--- config.mk ---
export PLATFORM = sky130hd
export DESIGN_NAME = mux32_8x1
export DESIGN_NICKNAME = d
export VERILOG_FILES = /design/src/rtl/mux32_8x1.sv
export SDC_FILE = /design/constraint.sdc
export NUM_CORES = 1
export LEC_CHECK = 0
export CORE_ASPECT_RATIO = 0.5
export CORE_MARGIN = 2
export CORE_UTILIZATION = 25
export DETAILED_ROUTE_END_ITERATION = 8
export PLACE_DENSITY = 0.69
export RECOVER_POWER = 25
export SYNTH_ARGS = -nofsm -noshare
export SYNTH_HDL_FRONTEND = slang
export SYNTH_SLANG_ARGS = --single-unit
--- constraint.sdc ---
create_clock -name CLK -period 2.7 [get_ports CLK]
set_input_delay 0.54 -clock CLK [delete_from_list [all_inputs] [get_ports CLK]]
set_output_delay 0.54 -clock CLK [all_outputs]
set_load 0.05 [all_outputs]
--- src/rtl/mux32_8x1.sv ---
// Eight-way WIDTH-bit selector built as a three-level tree of 2:1 gate-level mux cells,
// with a combinational output Y and a registered copy Q that clears on synchronous reset.
module mux32_8x1 #(
    parameter int unsigned WIDTH = 32
) (
    output logic [WIDTH-1:0] Y,
    input  logic [WIDTH-1:0] I0,
    input  logic [WIDTH-1:0] I1,
    input  logic [WIDTH-1:0] I2,
    input  logic [WIDTH-1:0] I3,
    input  logic [WIDTH-1:0] I4,
    input  logic [WIDTH-1:0] I5,
    input  logic [WIDTH-1:0] I6,
    input  logic [WIDTH-1:0] I7,
    input  logic [2:0]       S,
    input  logic             CLK,
    input  logic             RST,
    output logic [WIDTH-1:0] Q
);

    logic [7:0][WIDTH-1:0] in_vec;
    logic [3:0][WIDTH-1:0] lvl1;
    logic [1:0][WIDTH-1:0] lvl2;
    logic [WIDTH-1:0]      lvl3;
    logic [2:0]            sel_n;

    assign in_vec = {I7, I6, I5, I4, I3, I2, I1, I0};
    assign sel_n  = ~S;

    // One 1-bit NOT/AND/OR mux cell per bit per tree node; bit b only ever sees bit b.
    for (genvar b = 0; b < WIDTH; b++) begin : g_bit
        for (genvar m = 0; m < 4; m++) begin : g_lvl1
            assign lvl1[m][b] = (sel_n[0] & in_vec[2*m][b]) | (S[0] & in_vec[2*m+1][b]);
        end
        for (genvar m = 0; m < 2; m++) begin : g_lvl2
            assign lvl2[m][b] = (sel_n[1] & lvl1[2*m][b]) | (S[1] & lvl1[2*m+1][b]);
        end
        assign lvl3[b] = (sel_n[2] & lvl2[0][b]) | (S[2] & lvl2[1][b]);
    end

    assign Y = lvl3;

    always_ff @(posedge CLK) begin
        if (RST) begin
            Q <= '0;
        end else begin
            Q <= Y;
        end
    end

endmodule

## Yosys cells after proc, flatten, opt, wreduce, memory -nomap -nowiden

Cells that the tools add are included.

| word-level totals | value |
|---|---|
| output and inout bits | 64 |
| register bits after elaboration | 32 |

| operators by class | value |
|---|---|
| bitwise gates (word level) | 673 |

Operators by type and width:

| cell | number |
|---|---|
| $and 1x1->1 | 448 |
| $or 1x1->1 | 224 |
| $not 3->3 | 1 |

## Longest topological paths before layout

| depth | value |
|---|---|
| word-level depth | 7 |
| mapped depth | 6 |
| gate-level depth less buffers | 3 |

## Worst setup path after synthesis

OpenSTA, ideal clock, no wires.

| timing | value |
|---|---|
| path type | input port to output port |
| start point | input S[0] |
| end point | output Y[0] |
| arrival | 2.334 ns |
| required time | 2.160 ns |
| slack | -0.174 ns |
| cell stages on the path | 5 |
| cell sequence | buf_4 buf_12 buf_12 mux2i_1 a211oi_1 |

| on the way | value |
|---|---|
| word-level cells in the longest chain between the ends | 7 |
| elaborated cells on any way between the ends | 22 |
| those cells by class | bitwise (22) |

Ends and longest elaborated chain:

| what | line | text |
|---|---|---|
| from (decl) | 15 | `input logic [2:0] S,` |
| $not 3->3 | 28 | `assign sel_n = ~S;` |
| $and 1x1->1 | 33 | `assign lvl1[m][b] = (sel_n[0] & in_vec[2*m][b]) \| (S[0] & in_vec[2*m+1][b]);` |
| $or 1x1->1 | 33 |  |
| $and 1x1->1 | 36 | `assign lvl2[m][b] = (sel_n[1] & lvl1[2*m][b]) \| (S[1] & lvl1[2*m+1][b]);` |
| $or 1x1->1 | 36 |  |
| $and 1x1->1 | 38 | `assign lvl3[b] = (sel_n[2] & lvl2[0][b]) \| (S[2] & lvl2[1][b]);` |
| $or 1x1->1 (*) | 38 |  |
| to (decl) | 6 | `output logic [WIDTH-1:0] Y,` |

Every way passes the cells marked *; elsewhere a longest branch is shown, timed or not.

## Worst setup path in the final report

| timing | value |
|---|---|
| start point | input S[2] |
| end point | output Y[31] |

| on the way | value |
|---|---|
| word-level cells in the longest chain between the ends | 3 |
| elaborated cells on any way between the ends | 4 |
| those cells by class | bitwise (4) |

Ends and longest elaborated chain:

| what | line |
|---|---|
| $not 3->3 | 28 |
| $and 1x1->1 | 38 |
| $or 1x1->1 (*) | 38 |

Marked as above.

==> tab_implementation.tex <==
\begin{tabular}{lr}
\hline
Metric & Value \\
\hline
\multicolumn{2}{l}{\textbf{Die}} \\
\quad Area enclosed by the die boundary & 13200 um2 \\
\quad Number of I/O pins & 325 \\
\quad Number of placement rows & 28 \\
\quad Chip Width & roughly 160 um \\
\quad Starting utilization of the core area & 0.257 \\
\quad Die Height & 82.2 um \\
\quad Core outline area & 11900 um2 \\
\multicolumn{2}{l}{\textbf{Synthesis}} \\
\quad Adder-Cell Fraction of Synth Area & 0 \\
\quad Cell type with the highest aggregate area in the netlist & sky130\_fd\_sc\_hd\_\_mux2\_2 \\
\quad Fraction of synthesized cell area in xor and xnor cells & 0 \\
\quad Number of enable flip-flop cells after synthesis & 0 \\
\quad Complex-gate fraction of the synthesized area & 0.189 \\
\quad Top area cells in the synthesized netlist & sky130\_fd\_sc\_hd\_\_mux2\_2, sky130\_fd\_sc\_hd\_\_dfxtp\_1, sky130\_fd\_sc\_hd\_\_mux2i\_1 \\
\quad Combinational family with the most area after synthesis & multiplexers \\
\quad Yosys top cell area share & 0.236 \\
\quad FF+latch count, synth & 32 \\
\quad Count of cell types in the netlist & 20 \\
\quad Register area share after synthesis & 0.210 \\
\quad Multiplexer fraction of the synthesized cell area & 0.429 \\
\quad Synth Area per Inst & roughly 9.5 um2 \\
\quad Fraction of the mapped netlist area in simple logic gates & 0.0971 \\
\quad Number of warnings reported in the yosys synthesis log & 0 \\
\quad Synth Flop Type & sky130\_fd\_sc\_hd\_\_dfxtp\_1 \\
\quad Gate count of the mapped netlist & approximately 320 \\
\quad Post-Synthesis Cell Area & between 3000 and 4000 um2 \\
\quad Net count after synthesis & 584 \\
\quad Synth async-reset ratio & 0 \\
\multicolumn{2}{l}{\textbf{Power}} \\
\quad Overall power after layout & 2.68 mW \\
\quad Leakage dissipation & 2.78 nW \\
\quad Max IR drop VDD & 0.225 mV \\
\quad Total power density per cell area & 383 nW/um2 \\
\multicolumn{2}{l}{\textbf{Drt}} \\
\quad Via-per-instance ratio & 4.78 \\
\quad Average wire per cell in the routed design & 19.6 um \\
\quad Number of nets with antenna violations after detailed routing & 0 \\
\quad Overall routed net length & around 16000 um \\
\quad Vias post-DR & 3883 \\
\quad Number of detailed-route iterations in the first pass & 4 \\
\quad Drt initial violations & about 200 \\
\quad Count of unresolved DRC violations after routing & 0 \\
\multicolumn{2}{l}{\textbf{Global routing}} \\
\quad Global routing usage on met2 & 0.414 \\
\quad Initial antenna violation count & 1 \\
\quad Total global routing overflow & 0 \\
\quad Wire length of the first global-routing pass & 22700 um \\
\quad Vias in the first global route & between 3000 and 4000 \\
\quad Met3 Track Usage GR & 0.0465 \\
\quad Pin count of the biggest net entering global routing & 36 \\
\quad Layer with the highest usage & met2 \\
\quad Met1 routing resource usage after global routing & 0.293 \\
\quad Total GRT Usage & 0.230 \\
\multicolumn{2}{l}{\textbf{STA}} \\
\quad Max transition margin & 0.550 \\
\quad Sum Neg Setup Slack & 0 ns \\
\quad Setup repair after global routing missed its margin & false \\
\quad Fin worst setup slack & 0.100 ns \\
\quad Final critical delay including setup and external delays & roughly 2.6 ns \\
\quad Pin slew with the least headroom to its limit & 0.673 ns \\
\quad Ratio of final minimum period to clock period & 0.963 \\
\quad Achievable frequency & approximately 380 MHz \\
\quad Number of hold violations in the final report & 0 \\
\quad Max Slew Vio Count & 0 \\
\quad Setup-failing EPs final & 0 \\
\multicolumn{2}{l}{\textbf{Clock tree}} \\
\quad TritonCTS Buffers & 5 \\
\quad Buffers inserted during post-CTS setup optimization & 0 \\
\quad Clock Root Buffer & sky130\_fd\_sc\_hd\_\_clkbuf\_16 \\
\quad CTS tree & built \\
\quad H-tree depth & 2 \\
\quad Clock transition time at the flip-flop clock pins of the worst setup and hold paths & 0.05 ns \\
\quad Maximum number of buffers from clock root to sink & 2 \\
\quad Clock tree sinks & 32 \\
\multicolumn{2}{l}{\textbf{Worst setup path}} \\
\quad Signal arrival time at the worst endpoint & between 2 and 2.5 ns \\
\quad Stages on worst setup path & 7 \\
\quad Launching element of the worst setup path & S[2] \\
\quad Capturing element type of the critical path & primary output \\
\quad Slowest library cell on the worst path & sky130\_fd\_sc\_hd\_\_dlygate4sd2\_1 \\
\quad End point of the critical path & Y[31] \\
\quad Sequence of cells on the critical path & dlygate4sd2\_1 -> buf\_4 -> nand2\_1 -> buf\_4 -> o22ai\_1 -> nor2\_1 -> buf\_12 \\
\quad Startpoint Class & primary input \\
\quad Family with the most delay on the worst path & buffers and inverters \\
\quad Crit path top cell by count & sky130\_fd\_sc\_hd\_\_buf\_4 \\
\quad Bufs and invs on worst path & 4 \\
\quad Data required time of the worst path & 2.16 ns \\
\quad Maximum fanout encountered on the critical timing path & 7 \\
\quad Crit-path max cell delay & 0.34 ns \\
\quad Category of the most critical setup path & primary input to primary output \\
\multicolumn{2}{l}{\textbf{Placement}} \\
\quad Count of buffers from port buffering & around 320 \\
\quad DP Wirelength & 13200 um \\
\quad GPL Wtd Cong & 0.956 \\
\quad Worst setup timing slack at the placement stage & -0.361 ns \\
\multicolumn{2}{l}{\textbf{Cells and area}} \\
\quad Layout overhead on the synthesized area & 130\% \\
\quad Antenna cell count & 0 \\
\quad Largest register FFs & 32 \\
\quad Most frequent cells in the layout & sky130\_fd\_sc\_hd\_\_clkdlybuf4s50\_1, sky130\_fd\_sc\_hd\_\_mux2\_2, sky130\_fd\_sc\_hd\_\_mux2i\_1 \\
\quad Nets@finish & 907 \\
\quad Layout cell share with drive strength beyond 1 & 0.210 \\
\quad Largest reg by FF count & Q \\
\quad Most common library cell in the layout ignoring fill and taps & sky130\_fd\_sc\_hd\_\_clkdlybuf4s50\_1 \\
\quad Largest registers & Q x32 \\
\multicolumn{2}{l}{\textbf{Outcome}} \\
\quad Run status & complete, no violations \\
\multicolumn{2}{l}{\textbf{Run}} \\
\quad Max-Cap Viols & 0 \\
\multicolumn{2}{l}{\textbf{Worst hold path}} \\
\quad Hold Crit Class & primary input to flop \\
\quad Startpoint of the lowest-slack hold path & S[0] \\
\hline
\end{tabular}
synth_stat cells, types with 3 or more instances:
library cell                 n
sky130_fd_sc_hd__buf_8       3
sky130_fd_sc_hd__nor3_1     27
sky130_fd_sc_hd__mux2_2     64
sky130_fd_sc_hd__buf_6       4
sky130_fd_sc_hd__dfxtp_1    32
sky130_fd_sc_hd__buf_4       4
sky130_fd_sc_hd__clkbuf_1   13
sky130_fd_sc_hd__nor2b_1     6
sky130_fd_sc_hd__nor2_1     27
sky130_fd_sc_hd__buf_2       4
sky130_fd_sc_hd__a22o_1     27
sky130_fd_sc_hd__o22ai_1    32
sky130_fd_sc_hd__a2111oi_2   3
sky130_fd_sc_hd__a211oi_1   10
sky130_fd_sc_hd__mux2i_1    59
power by group:
| group | switching (mW) | internal [mW] | leakage (nW) |
|---|---|---|---|
| registers | 0.0100 | 0.517 | 0.268 |
| logic | 0.744 | 0.829 | 2.44 |
| clock network | 0.215 | 0.368 | 0.0712 |
| total | 0.969 | 1.71 | 2.78 |
tightest hold or removal path, cell delays in order:
cell	delay, ns
sky130_fd_sc_hd__buf_6	0.15
sky130_fd_sc_hd__mux2i_1	0.20
sky130_fd_sc_hd__a22o_1	0.18
sky130_fd_sc_hd__nor3_1	0.05
metrics by stage:
stage          instance area [um2]  hold WS, ns  utilization  cells
6_report                      7010        0.905        0.590    812
4_1_cts                       7010        0.887        0.590    812
3_5_place_dp                  6850         1.18        0.577    803
5_1_grt                       7010        0.920        0.590    812
3_3_place_gp                  6850         1.17        0.577    803
2_1_floorplan                 3080        0.617            -    323
what timing repair did:
item,CTS,global route
hold endpoints to repair,0,0
endpoints found under the setup margin,32,0
hold buffers,0,0
gates resized for setup,4,0
per-layer routing:
metal,share of wire,up-vias
met2,0.52,108
li1,-,1901
met1,0.43,1854
met5,0.00044,-
met4,0.013,2
met3,0.042,18
how the worst min path moves through the flow:
stage	depth (start not counted)	endpoint
finish	4	Q[26]$_SDFF_PP0_
global route	4	Q[26]$_SDFF_PP0_
CTS	4	Q[26]$_SDFF_PP0_
detailed placement	4	Q[26]$_SDFF_PP0_
global placement	4	Q[26]$_SDFF_PP0_
floorplan	1	Q[13]$_SDFF_PP0_
final cells by class:
cell class	count	area (um2)
clock buffers	8	146
repair buffers	345	3780
well taps	165	206
fillers	1025	4870
multi-input cells	262	2230
flip-flops and latches	32	641
logic make-up after synthesis:
logic type,Yosys count
mux,123
compound gates,74
buf+inv,30
simple gates,64
flops,32
No activity file was read; power rests on OpenSTA's default activity.
